File: config.mk
export PLATFORM = sky130hd
export DESIGN_NAME = fetch_unit
export DESIGN_NICKNAME = d
export VERILOG_FILES = /design/src/rtl/rv32i_defs.sv /design/src/rtl/fetch_fifo.sv /design/src/rtl/fetch_unit.sv
export SDC_FILE = /design/constraint.sdc
export NUM_CORES = 1
export LEC_CHECK = 0
export CORE_MARGIN = 10
export CORE_UTILIZATION = 30
export DETAILED_ROUTE_END_ITERATION = 6
export DONT_BUFFER_PORTS = 1
export PLACE_DENSITY_LB_ADDON = 0.12
export SYNTH_ARGS = -nofsm -noshare
export SYNTH_HDL_FRONTEND = slang
export SYNTH_HIERARCHICAL = 1
export SYNTH_SLANG_ARGS = --single-unit
File: constraint.sdc
create_clock -name clk -period 3.1 [get_ports clk]
set_input_delay 0.31 -clock clk [delete_from_list [all_inputs] [get_ports clk]]
set_output_delay 0.31 -clock clk [all_outputs]
set_load 0.005 [all_outputs]
File: src/rtl/rv32i_defs.sv
// Shared fetch-stage types for the RV32I core: FSM states, FIFO entry layout, word size.
package rv32i_defs;

    localparam int INSTR_BYTES = 4;

    typedef enum logic [0:0] {
        FETCH = 1'b0,
        FAULT = 1'b1
    } fetch_state_e;

    typedef struct packed {
        logic [31:0] pc;
        logic [31:0] instr;
    } fetch_entry_t;

endpackage

File: src/rtl/fetch_fifo.sv
// Two-entry in-order skid FIFO of {pc, instr} pairs between fetch and decode.
// Flush wins over push and pop; a push into a full FIFO is only taken alongside a pop.
module fetch_fifo
    import rv32i_defs::*;
(
    input  logic         clk,
    input  logic         rst,
    input  logic         flush_i,
    input  logic         push_i,
    input  fetch_entry_t push_data_i,
    input  logic         pop_i,
    output fetch_entry_t head_o,
    output logic         valid_o,
    output logic [1:0]   count_o
);

    fetch_entry_t mem_q [2];
    logic         rd_ptr_q, rd_ptr_d;
    logic         wr_ptr_q, wr_ptr_d;
    logic [1:0]   count_q, count_d;
    logic         do_push;
    logic         do_pop;

    assign do_pop  = pop_i && (count_q != 2'd0);
    assign do_push = push_i && ((count_q != 2'd2) || do_pop);

    always_comb begin
        rd_ptr_d = rd_ptr_q;
        wr_ptr_d = wr_ptr_q;
        count_d  = count_q;
        if (flush_i) begin
            rd_ptr_d = 1'b0;
            wr_ptr_d = 1'b0;
            count_d  = 2'd0;
        end else begin
            if (do_pop) begin
                rd_ptr_d = ~rd_ptr_q;
            end
            if (do_push) begin
                wr_ptr_d = ~wr_ptr_q;
            end
            case ({do_push, do_pop})
                2'b10:   count_d = count_q + 2'd1;
                2'b01:   count_d = count_q - 2'd1;
                default: count_d = count_q;
            endcase
        end
    end

    always_ff @(posedge clk) begin
        if (rst) begin
            rd_ptr_q <= 1'b0;
            wr_ptr_q <= 1'b0;
            count_q  <= 2'd0;
            for (int i = 0; i < 2; i++) begin
                mem_q[i] <= '0;
            end
        end else begin
            rd_ptr_q <= rd_ptr_d;
            wr_ptr_q <= wr_ptr_d;
            count_q  <= count_d;
            if (!flush_i && do_push) begin
                mem_q[wr_ptr_q] <= push_data_i;
            end
        end
    end

    // Head is always registered storage, so out_* never follow imem_instr combinationally.
    assign head_o  = mem_q[rd_ptr_q];
    assign valid_o = (count_q != 2'd0);
    assign count_o = count_q;

endmodule

File: src/rtl/fetch_unit.sv
// RV32I instruction fetch: owns the PC, addresses single-cycle instruction memory,
// queues {pc, instr} toward decode, handles redirects and a sticky fetch fault.
module fetch_unit
    import rv32i_defs::*;
#(
    parameter logic [31:0] RESET_PC  = 32'h0000_0000,
    parameter int          NUM_INSTR = 32,
    parameter int          AW        = $clog2(NUM_INSTR * 4)
) (
    input  logic          clk,
    input  logic          rst,
    output logic [AW-1:0] imem_addr,
    input  logic [31:0]   imem_instr,
    input  logic          redirect_valid,
    input  logic [31:0]   redirect_pc,
    output logic          out_valid,
    input  logic          out_ready,
    output logic [31:0]   out_pc,
    output logic [31:0]   out_instr,
    output logic          fault,
    output logic [31:0]   fault_pc,
    output logic [0:0]    dbg_state_o
);

    localparam logic [31:0] LAST_PC    = 32'(NUM_INSTR * INSTR_BYTES - INSTR_BYTES);
    localparam logic [31:0] PC_STEP    = 32'(INSTR_BYTES);

    fetch_state_e state_q, state_d;
    logic [31:0]  pc_q, pc_d;
    logic [31:0]  fault_pc_q, fault_pc_d;
    logic         push;
    logic         flush;
    logic         pop;
    logic         push_ok;
    logic         pc_bad;
    logic [1:0]   count;
    fetch_entry_t push_data;
    fetch_entry_t head;

    assign pop     = out_valid && out_ready;
    assign push_ok = (count < 2'd2) || pop;
    // Range check uses the full 32-bit PC so targets beyond the memory never alias into it.
    assign pc_bad  = (pc_q[1:0] != 2'b00) || (pc_q > LAST_PC);

    assign push_data.pc    = pc_q;
    assign push_data.instr = imem_instr;

    always_comb begin
        state_d    = state_q;
        pc_d       = pc_q;
        fault_pc_d = fault_pc_q;
        push       = 1'b0;
        flush      = 1'b0;
        if (redirect_valid) begin
            flush   = 1'b1;
            pc_d    = redirect_pc;
            state_d = FETCH;
        end else begin
            case (state_q)
                FETCH: begin
                    if (pc_bad) begin
                        state_d    = FAULT;
                        fault_pc_d = pc_q;
                    end else if (push_ok) begin
                        push = 1'b1;
                        pc_d = pc_q + PC_STEP;
                    end
                end
                FAULT: begin
                    state_d = FAULT;
                end
                default: begin
                    state_d = FETCH;
                end
            endcase
        end
    end

    always_ff @(posedge clk) begin
        if (rst) begin
            state_q    <= FETCH;
            pc_q       <= RESET_PC;
            fault_pc_q <= 32'h0;
        end else begin
            state_q    <= state_d;
            pc_q       <= pc_d;
            fault_pc_q <= fault_pc_d;
        end
    end

    fetch_fifo u_fifo (
        .clk         (clk),
        .rst         (rst),
        .flush_i     (flush),
        .push_i      (push),
        .push_data_i (push_data),
        .pop_i       (pop),
        .head_o      (head),
        .valid_o     (out_valid),
        .count_o     (count)
    );

    assign imem_addr   = pc_q[AW-1:0];
    assign out_pc      = head.pc;
    assign out_instr   = head.instr;
    assign fault       = (state_q == FAULT);
    assign fault_pc    = fault_pc_q;
    assign dbg_state_o = state_q;

endmodule

# Yosys cells after proc, flatten, opt, wreduce, memory -nomap -nowiden
# Memories as Yosys holds them, arrays and structs flattened. A register that Yosys moved wholly into a read port is not among the register bits.
# Index checks and enable logic that the tools add are counted.
dict set report classes {
  n_reduce_logical 17
  n_div 0
  n_addsub 3
  mux 22
  shifts 0
  eq_ne 5
  order_cmp 2
  n_mul 0
  bitwise 4
}
# operator count
set ops {}
lappend ops {{$mux W32} 4}
lappend ops {{$mux W64} 1}
lappend ops {{$reduce_or A64 Y1} 1}
lappend ops {{$add A32 B3 Y32 const B} 1}
lappend ops {{$gt A32 B7 Y1 const B} 1}
lappend ops {{$mux W1} 15}
lappend ops {{$reduce_bool A2 Y1} 4}
lappend ops {{$ne A2 B2 Y1 const B} 3}
lappend ops {{$reduce_and A3 Y1} 2}
lappend ops {{$logic_and A1 B1 Y1} 4}
lappend ops {{$not A1 Y1} 4}
lappend ops {{$pmux W2 S2} 1}
lappend ops {{$reduce_or A2 Y1} 2}
lappend ops {{$logic_or A1 B1 Y1} 3}
lappend ops {{$add A2 B1 Y2 const B} 1}
lappend ops {{$eq A2 B1 Y1 const B} 1}
lappend ops {{$eq A2 B2 Y1 const B} 1}
lappend ops {{$lt A2 B2 Y1 const B} 1}
lappend ops {{$pmux W1 S2} 1}
lappend ops {{$sub A2 B1 Y2 const B} 1}
lappend ops {{$logic_not A1 Y1} 1}
dict set report word_totals {
  romBits 0
  latchBits 0
  mem_count 1
  ramBits 128
  inputBits 68
  wordCells 60
  reg_bits 69
}
# name words width rd rd_clocked_by_memory_dff write_ports line
set memory_table {}
lappend memory_table {u_fifo.mem_q 2 64 1 1 2 fetch_fifo.sv:17} ;# fetch_entry_t mem_q [2];

# Logic depth before layout (Yosys ltp)
# Gate-level depths: netlist of the first run.
dict set report logic_depth {
  ltp_word 14
  depth_mapped 10
  ltp_nobuf 10
}

# Hierarchy
# Netlist of the first run, hierarchy kept.
# module area_each_um2 n_inst cells_each seq_area_each_um2
set modules_own_cells {}
lappend modules_own_cells {fetch_fifo 5801.8 1 369 3943.8}
lappend modules_own_cells {fetch_unit 2800.2 1 296 1301.2}

# Least setup slack after synthesis of the first run
# No wires, ideal clock.
dict set report synth_path {
  path_kind {register to register}
  from {register pc_q[8]}
  to {memory u_fifo/mem_q[0][0] (netlist bit) (enable)}
  path_slack_ns 0.130
  stages_incl_launch_ff 8
  arrival_ns 2.576
  required_time_ns 2.706
  synth_period_minus_slack_ns 2.970
  path_cell_list {dfxtp_1 > nor4_2 > and4_2 > nand2_1 > nor2_1 > nor4b_2 > buf_4 > or2_2}
}
# element line
set synth_rtl {}
lappend synth_rtl {{start: declaration} fetch_unit.sv:29} ;# logic [31:0] pc_q, pc_d;
lappend synth_rtl {{start signal: assignment} fetch_unit.sv:86} ;# pc_q <= pc_d;
lappend synth_rtl {{end: declaration} fetch_fifo.sv:17}

==> impl_metrics.env, run 1 <==
export IMPL_outcome="completed"
export IMPL_drt_total_wl_mm=21.4
export IMPL_required_ns=3.39
export IMPL_hold_viol=0
export IMPL_fin_total_pwr_mw=5.44
export IMPL_hpwl_mm=14.5
export IMPL_min_period_ns=2.75
export IMPL_cts_sinks=198
export IMPL_synth_area_um2=8600
export IMPL_clk_latency_ns=0.43
export IMPL_most_common_layout_cells="130 x and2_1, 128 x edfxtp_1, 69 x dfxtp_1"
export IMPL_setup_viol=0
export IMPL_rr_worst_depth=7
export IMPL_critPathKind="register to register"
export IMPL_crit_buf_inv=1
export IMPL_grt_max_degree=66
export IMPL_antenna_found_initial=1
export IMPL_synth_flop_cell="edfxtp_1"
export IMPL_drv_cap=0
export IMPL_yosysSeqAreaShare_pct=61.0
export IMPL_io_pin_count=174
export IMPL_placed_area_um2=8910
export IMPL_syn_nets=735
export IMPL_path_cells="nor4_4, and4_2, nand2_1, nor2_1, nor3b_4, buf_4, and2_1"
export IMPL_portBuffers=0
export IMPL_fmaxAchievable_mhz=364
export IMPL_synthDominantCellAreaShare_pct=44.7
export IMPL_ir_drop_mv=0.281
export IMPL_vias_per_cell=4.56
export IMPL_hold_depth=2
export IMPL_design_area_um2=9530
export IMPL_drt_iter0_drc=288
export IMPL_final_common_cell="and2_1"
export IMPL_worstSetupStartpointType="register"
export IMPL_cpPeakStageDelay_ns=0.54
export IMPL_ys_seq_elements=198
export IMPL_fp_dieH_um=189
export IMPL_avgSynthCellArea_um2=12.9
export IMPL_area_delta_synth_final_pct=10.7
export IMPL_vias=4753
export IMPL_grt_usage_pct=11.9
export IMPL_power_density_nw_per_um2=571
export IMPL_cts_buffer_depth=2
export IMPL_grt_overflow_total=0
export IMPL_crit_cells=7
export IMPL_grt_pass1_vias=4807
export IMPL_tightestPinTransition_ns=1.15
export IMPL_rsz0062_at_grt="no"
export IMPL_cts_clk_slew_worst_paths_ns=0.08
export IMPL_die_w_um=189
export IMPL_yosysWarnings=6
export IMPL_ys_types=45
export IMPL_final_cells=1043
export IMPL_async_reset_ff_share_pct=0
export IMPL_r2r_slack_ns=0.35
export IMPL_ant_nets=0
export IMPL_cts_buffers=17
export IMPL_critPathCaptureType="register"
export IMPL_placed_cells=1007
export IMPL_start_util_pct=30.7
export IMPL_synth_edf_count=128
export IMPL_critical_path_slowest_cell="buf_4"
export IMPL_post_cts_resized=0
export IMPL_min_to="pc_q[29]"
export IMPL_min_period_over_period_pct=88.7
export IMPL_p_leak_nw=3.50
export IMPL_drive_gt1_share_pct=19.7
export IMPL_cp_arrival_ns=3.04
export IMPL_reg2reg_from="pc_q[18]"
export IMPL_cts_tree="built"
export IMPL_clock_skew_final_ns=0.0142
export IMPL_fin_setup_tns_ns=0
export IMPL_core_area_um2=28000
export IMPL_htreeDepth=4
export IMPL_gp_congestion=0.714
export IMPL_grt_pass1_wl_mm=31.9
export IMPL_crit_fanout=64
export IMPL_hold_start="redirect_pc[29]"
export IMPL_report_final_slew_viol_count=0
export IMPL_wl_per_cell_um=20.5
export IMPL_slew_limit_headroom_pct=23.0
export IMPL_cts_root_buf="clkbuf_16"
export IMPL_dieArea_um2=35800
export IMPL_layout_nets=721
export IMPL_drc=0
export IMPL_firstDrtPassIters=4
export IMPL_yosys_area_top_type="edfxtp_1"
export IMPL_netlist_top_cells_area="edfxtp_1 45%, dfxtp_1 16%, and2_1 9.5%"
export IMPL_path_delay_family="simple AND/OR/NAND/NOR gates"
export IMPL_r2r_end="u_fifo/mem_q[1][10]"
export IMPL_row_count=61
export IMPL_postSynthCellCount=665
export IMPL_hold_class="input pin to register"
[sequential cells by signal (all words and copies together) (netlist names), named ones only]
register	cells
u_fifo/wr_ptr_q	1
u_fifo/count_o	2
u_fifo/mem_q	128
u_fifo/rd_ptr_q	1
dbg_state_o	1
fault_pc	32
pc_q	32
[synth_stat cells, types with 5 or more instances]
| library cell | instances |
|---|---|
| and2_1 | 130 |
| buf_2 | 8 |
| buf_4 | 9 |
| buf_6 | 14 |
| clkbuf_1 | 14 |
| dfxtp_1 | 70 |
| edfxtp_1 | 128 |
| mux2_2 | 64 |
| mux2i_1 | 55 |
| nand2_1 | 64 |
| nand3_1 | 11 |
| nor2_1 | 35 |
| nor4_2 | 5 |
[area by class of cell]
type                    count  area [um^2]
diodes                      1         2.50
clock buffers              19          464
clock inverters            13          123
fillers                  2766        18500
inverters                   2         7.51
multi-input cells         418         3050
flip-flops and latches    198         5250
well taps                 378          473
repair buffers             14          163
[power breakdown]
part           internal, mW  total (mW)  switching [mW]  leakage [nW]
logic                 0.107       0.258           0.152          1.31
registers              2.89        2.98          0.0834          1.89
clock network          1.17        2.20            1.04         0.300
total                  4.17        5.44            1.27          3.50
[layer usage]
layer  vias to the layer above  GRT usage, %  wire (um)
met2                       143          18.2       9650
met1                      2303          14.3       9090
met5                         -             0          7
met3                        15          6.17       2470
met4                         2          3.30        193
li1                       2290             -          -
[how the worst max path moves through the flow]
stage / slack [ns] / start / endpoint
global route: 0.15 / pc_q[18] / u_fifo/mem_q[1][48]
CTS: 0.29 / pc_q[18] / u_fifo/mem_q[1][10]
detailed placement: 0.33 / pc_q[31] / u_fifo/mem_q[1][10]
finish: 0.35 / pc_q[18] / u_fifo/mem_q[1][10]
global placement: 0.39 / pc_q[9] / u_fifo/mem_q[1][50]
floorplan: 0.13 / pc_q[8] / u_fifo/mem_q[0][0]
[worst reg2reg max path, stage by stage, from the launching register on]
cell     delay, ns
dfxtp_1       0.37
nor4_4        0.49
and4_2        0.35
nand2_1       0.12
nor2_1        0.24
nor3b_4       0.25
buf_4         0.54
and2_1        0.25
[through the flow]
stage / worst slack (ns) / hold WS (ns) / utilization [%]
after floorplan: 0.130 / 0.445 / -
after global placement: 0.387 / 0.392 / 31.8
after detailed placement: 0.328 / 0.393 / 31.8
after CTS: 0.290 / 0.000779 / 34.0
after global routing: 0.153 / 0.0114 / 34.0
final: 0.349 / 0.0285 / 34.0
[logic make-up after synthesis]
logic type               after synthesis  share of synthesized area (%)
XOR/XNOR                               3                          0.306
AO/OA/AOI/OAI                         23                           1.79
AND/OR/NAND/NOR                      271                           18.0
buffers and inverters                 49                           3.87
adder cells (fa/ha/maj)                2                          0.291
multiplexers                         119                           14.8
flip-flops                           198                           61.0
[repair_timing]
| action | in CTS | in global routing |
|---|---|---|
| hold endpoints to repair | 27 | 0 |
| setup buffers | 0 | 0 |
| hold buffers | 3 | 0 |
Note: power is estimated with default switching activity, not from simulation.
==> inputs of run 2 (changes only) <==
--- a/config.mk
+++ b/config.mk
@@ -5,12 +5,13 @@
 export SDC_FILE = /design/constraint.sdc
 export NUM_CORES = 1
 export LEC_CHECK = 0
+export BUFFER_PORTS_ARGS = -buffer_cell sky130_fd_sc_hd__buf_2
 export CORE_MARGIN = 10
 export CORE_UTILIZATION = 30
 export DETAILED_ROUTE_END_ITERATION = 6
-export DONT_BUFFER_PORTS = 1
 export PLACE_DENSITY_LB_ADDON = 0.12
 export SYNTH_ARGS = -nofsm -noshare
 export SYNTH_HDL_FRONTEND = slang
 export SYNTH_HIERARCHICAL = 1
 export SYNTH_SLANG_ARGS = --single-unit
+export TNS_END_PERCENT = 50
==> impl_metrics.env, run 2 (synthesized netlist as in run 1, its figures left out) <==
export IMPL_wl_met3_mm=1.25
export IMPL_hold_viol=0
export IMPL_dieArea_um2=35800
export IMPL_cts_root_buf="clkbuf_16"
export IMPL_pwr_share_clk_pct=38.7
export IMPL_drv_cap=0
export IMPL_clk_latency_ns=0.42
export IMPL_path_cells="nor4_4, and4_2, nand2_1, nor2_1, nor4b_4, buf_4, and2_1"
export IMPL_hold_class="input pin to register"
export IMPL_row_count=61
export IMPL_required_ns=3.39
export IMPL_fmaxAchievable_mhz=355
export IMPL_ctsHoldBuffers=0
export IMPL_p_switching_mw=1.27
export IMPL_die_w_um=189
export IMPL_post_cts_setup_buffer_count=0
export IMPL_layout_nets=893
export IMPL_report_final_slew_viol_count=0
export IMPL_switching_share_pct=23.4
export IMPL_slew_limit_headroom_pct=35.2
export IMPL_worstSetupStartpointType="register"
export IMPL_outcome="completed"
export IMPL_power_density_nw_per_um2=528
export IMPL_crit_fanout=65
export IMPL_grt_usage_pct=12.3
export IMPL_final_common_cell="buf_2"
export IMPL_internal_power_mw=4.18
export IMPL_drt_total_wl_mm=22.2
export IMPL_min_period_over_period_pct=91.0
export IMPL_grt_overflow_total=0
export IMPL_grt_pass1_wl_mm=34.4
export IMPL_critPathCaptureType="register"
export IMPL_multi_input_area_um2=3050
export IMPL_drc=0
export IMPL_cp_arrival_ns=3.11
export IMPL_ant_nets=0
export IMPL_grt_pass1_vias=5758
export IMPL_cts_clk_slew_worst_paths_ns=0.08
export IMPL_critPathKind="register to register"
export IMPL_comb_power_share_pct=6.8
export IMPL_clock_skew_final_ns=0.0208
export IMPL_cpPeakStageDelay_ns=0.53
export IMPL_cts_buffer_depth=2
export IMPL_met2WireLength_mm=10.1
export IMPL_io_pin_count=174
export IMPL_setup_viol=0
export IMPL_grt_max_degree=66
export IMPL_tightestPinTransition_ns=0.972
export IMPL_drt_iter0_drc=311
export IMPL_top_register="u_fifo/mem_q"
export IMPL_cts_buffers=17
export IMPL_p_leak_nw=4.24
export IMPL_fin_setup_tns_ns=0
export IMPL_area_delta_synth_final_pct=20.0
export IMPL_seq_power_share_pct=54.5
export IMPL_htreeDepth=4
export IMPL_wl_per_cell_um=18.3
export IMPL_antenna_found_initial=0
export IMPL_seqCellArea_um2=5250
export IMPL_top_layer_used="met4"
export IMPL_cts_sinks=198
export IMPL_drive_gt1_share_pct=36.4
export IMPL_core_area_um2=28000
export IMPL_gp_congestion=0.722
export IMPL_largest_reg_flops=128
export IMPL_min_period_ns=2.82
export IMPL_most_common_layout_cells="173 x buf_2, 130 x and2_1, 128 x edfxtp_1"
export IMPL_post_cts_resized=0
export IMPL_portBuffers=173
export IMPL_vias_per_cell=4.45
export IMPL_cts_tree="built"
export IMPL_final_cells=1215
export IMPL_critical_path_slowest_cell="buf_4"
export IMPL_ir_drop_mv=0.348
export IMPL_start_util_pct=30.7
export IMPL_fp_dieH_um=189
export IMPL_m1WireLength_mm=10.8
export IMPL_placed_cells=1182
export IMPL_firstDrtPassIters=4
export IMPL_vias=5412
export IMPL_hpwl_mm=15.3
export IMPL_rsz0062_at_grt="no"
export IMPL_nFillCells=2798
-- run 2: stage by stage --
step / area [um^2] / setup slack, ns / power [mW] / util, % / hold WS, ns
3_5_place_dp: 9760 / 0.281 / 3.41 / 34.9 / 0.437
6_report: 10300 / 0.280 / 5.45 / 36.8 / 0.122
2_1_floorplan: 8600 / 0.130 / 3.21 / - / 0.445
4_1_cts: 10300 / 0.238 / 5.53 / 36.8 / 0.0997
5_1_grt: 10300 / 0.0936 / 5.68 / 36.8 / 0.108
3_3_place_gp: 9760 / 0.323 / 3.40 / 34.9 / 0.441
-- run 2: worst paths after layout --
| check | depth (start not counted) | startpoint | end | slack [ns] |
|---|---|---|---|---|
| worst max-delay path | 7 | pc_q[31] | u_fifo/mem_q[0][7] | 0.28 |
| worst min-delay path | 3 | redirect_pc[25] | pc_q[25] | 0.12 |
| worst min register to register | 2 | fault_pc[9] | fault_pc[9] | 0.46 |
| worst max register to register | 7 | pc_q[31] | u_fifo/mem_q[0][7] | 0.28 |
-- run 2: area by class of cell --
class / count / area share (%)
clock inverter: 11 / 0.812
inverter: 2 / 0.0727
clock buffer: 21 / 4.57
multi-input combinational: 418 / 29.5
antenna: 1 / 0.0242
tap: 378 / 4.58
sequential: 198 / 50.9
timing repair buffer: 186 / 9.58
-- run 2: routing by layer --
metal	vias up	global-route usage, %
li1	2649	-
met1	2603	16.6
met2	153	19.0
met3	7	3.55
met4	0	2.84
met5	-	0
-- run 2: worst max-delay path: cells and delay by family, from the launching register on --
| kind | cells | cell delay (ns) |
|---|---|---|
| buf+inv | 1 | 0.53 |
| flops | 1 | 0.40 |
| simple gates | 6 | 1.67 |
-- run 2: power by group through the flow --
stage / clock network, mW / registers, mW / logic (mW)
after floorplan: 0 / 3.00 / 0.210
after global placement: 0 / 3.03 / 0.379
after detailed placement: 0 / 3.03 / 0.380
after CTS: 2.18 / 2.97 / 0.382
after global routing: 2.29 / 2.98 / 0.411
final: 2.11 / 2.97 / 0.369
==> inputs of run 3 (changes only) <==
--- a/config.mk
+++ b/config.mk
@@ -10,6 +10,7 @@
 export CORE_UTILIZATION = 30
 export DETAILED_ROUTE_END_ITERATION = 6
 export PLACE_DENSITY_LB_ADDON = 0.12
+export SLEW_MARGIN = 20
 export SYNTH_ARGS = -nofsm -noshare
 export SYNTH_HDL_FRONTEND = slang
 export SYNTH_HIERARCHICAL = 1
==> constraint.sdc (replaced) <==
create_clock -name clk -period 3 [get_ports clk]
set_input_delay 0.3 -clock clk [delete_from_list [all_inputs] [get_ports clk]]
set_output_delay 0.3 -clock clk [all_outputs]
set_load 0.1 [all_outputs]
==> impl_metrics.env, run 3 (synthesized netlist as in run 1, its figures left out) <==
export IMPL_cp_arrival_ns=2.80
export IMPL_critPathCaptureType="register"
export IMPL_cts_sinks=198
export IMPL_clk_latency_ns=0.43
export IMPL_multi_input_area_um2=3050
export IMPL_htreeDepth=4
export IMPL_portBuffers=173
export IMPL_core_area_um2=28000
export IMPL_critPathKind="register to register"
export IMPL_crit_fanout=23
export IMPL_setup_viol=0
export IMPL_grt_overflow_total=0
export IMPL_hold_class="input pin to register"
export IMPL_ant_nets=0
export IMPL_most_common_layout_cells="173 x buf_2, 130 x and2_1, 128 x edfxtp_1"
export IMPL_hold_viol=0
export IMPL_die_w_um=189
export IMPL_start_util_pct=30.7
export IMPL_cts_tree="built"
export IMPL_worstSetupStartpointType="register"
export IMPL_drc=0
export IMPL_tightestPinTransition_ns=0.992
export IMPL_power_density_nw_per_um2=587
export IMPL_hpwl_mm=15.1
export IMPL_area_delta_synth_final_pct=20.6
export IMPL_firstDrtPassIters=4
export IMPL_antenna_found_initial=0
export IMPL_report_final_slew_viol_count=0
export IMPL_wl_per_cell_um=18.2
export IMPL_drt_iter0_drc=228
export IMPL_vias=5323
export IMPL_io_pin_count=174
export IMPL_dieArea_um2=35800
export IMPL_final_common_cell="buf_2"
export IMPL_top_register="u_fifo/mem_q"
export IMPL_rsz0062_at_grt="no"
export IMPL_fp_dieH_um=189
export IMPL_outcome="completed"
export IMPL_cts_buffer_depth=2
export IMPL_layout_nets=895
export IMPL_cts_buffers=17
export IMPL_nFillCells=2739
export IMPL_required_ns=3.08
export IMPL_vias_per_cell=4.38
export IMPL_row_count=61
export IMPL_min_period_over_period_pct=90.5
export IMPL_holdWs_ns=0.105
export IMPL_grt_pass1_vias=5766
export IMPL_grt_max_degree=66
export IMPL_seqCellArea_um2=5250
export IMPL_largest_reg_flops=128
export IMPL_drive_gt1_share_pct=36.8
export IMPL_ir_drop_mv=0.274
export IMPL_p_leak_nw=4.25
export IMPL_fin_setup_tns_ns=0
export IMPL_grt_pass1_wl_mm=33.5
export IMPL_clock_skew_final_ns=0.0153
export IMPL_gp_congestion=0.738
export IMPL_grt_usage_pct=12.1
export IMPL_antennaDiodeCount=0
export IMPL_min_period_ns=2.71
export IMPL_drt_total_wl_mm=22.1
export IMPL_slew_limit_headroom_pct=33.9
export IMPL_cts_root_buf="clkbuf_16"
export IMPL_drv_cap=0
export IMPL_cts_clk_slew_worst_paths_ns=0.07
export IMPL_fmaxAchievable_mhz=368
## run 3: cell types whose count changed in the layout (fill, tap and decap cells not counted), moves of 2 or more
| cell | delta |
|---|---|
| buf_6 | +2 |
| clkbuf_1 | -2 |
| clkinvlp_4 | +3 |
| inv_4 | -2 |
| inv_6 | -2 |
| inv_8 | +3 |
## run 3: layout make-up
class	instances	share of cell area, %
Sequential cell	198	50.6
Multi-Input combinational cell	418	29.4
Timing Repair Buffer	188	9.87
Tap cell	378	4.56
Clock buffer	17	4.10
Clock inverter	15	1.39
Inverter	2	0.0724
## run 3: metal layers
metal,global-route usage (%),vias up,part of all wire (%)
met1,15.4,2520,47
met3,4.26,13,6.8
li1,-,2642,-
met5,0,-,0
met4,3.48,0,1.5
met2,18.9,148,45
## run 3: worst paths after layout
check	from	end	slack (ns)	depth (start not counted)
max reg2reg	pc_q[18]	u_fifo/mem_q[0][43]	0.29	7
min	redirect_pc[24]	pc_q[24]	0.11	3
min reg2reg	fault_pc[30]	fault_pc[30]	0.46	2
max	pc_q[18]	u_fifo/mem_q[0][43]	0.29	7
## run 3: critical path, cell delays in order (launching register included)
cell and delay (ns):
dfxtp_1 0.37, nor4_4 0.45, and4_2 0.34, nand2_1 0.12
nor2_1 0.28, nor4b_4 0.29, or2_4 0.19, buf_4 0.32
## run 3: per-stage QoR
| stage | instances | area [um^2] | utilization (%) | setup slack [ns] | power [mW] |
|---|---|---|---|---|---|
| after floorplan | 665 | 8610 | - | 0.117 | 3.73 |
| after global placement | 1184 | 9790 | 35.0 | 0.269 | 3.92 |
| after detailed placement | 1184 | 9790 | 35.0 | 0.177 | 3.93 |
| after CTS | 1216 | 10400 | 37.0 | 0.132 | 6.18 |
| after global routing | 1216 | 10400 | 37.0 | 0.0511 | 6.32 |
| final | 1216 | 10400 | 37.0 | 0.286 | 6.09 |
## run 3: power by group
part | internal, mW | leakage [nW] | switching [mW]
logic | 0.174 | 2.08 | 0.613
registers | 2.99 | 1.89 | 0.0757
clock network | 1.17 | 0.270 | 1.07
total | 4.33 | 4.25 | 1.75
## run 3: what timing repair did
action                                  4_1_cts  5_1_grt
gates resized for setup                       0        2
buffers inserted                              0        0
endpoints found under the setup margin        0      115
hold buffers                                  0        0
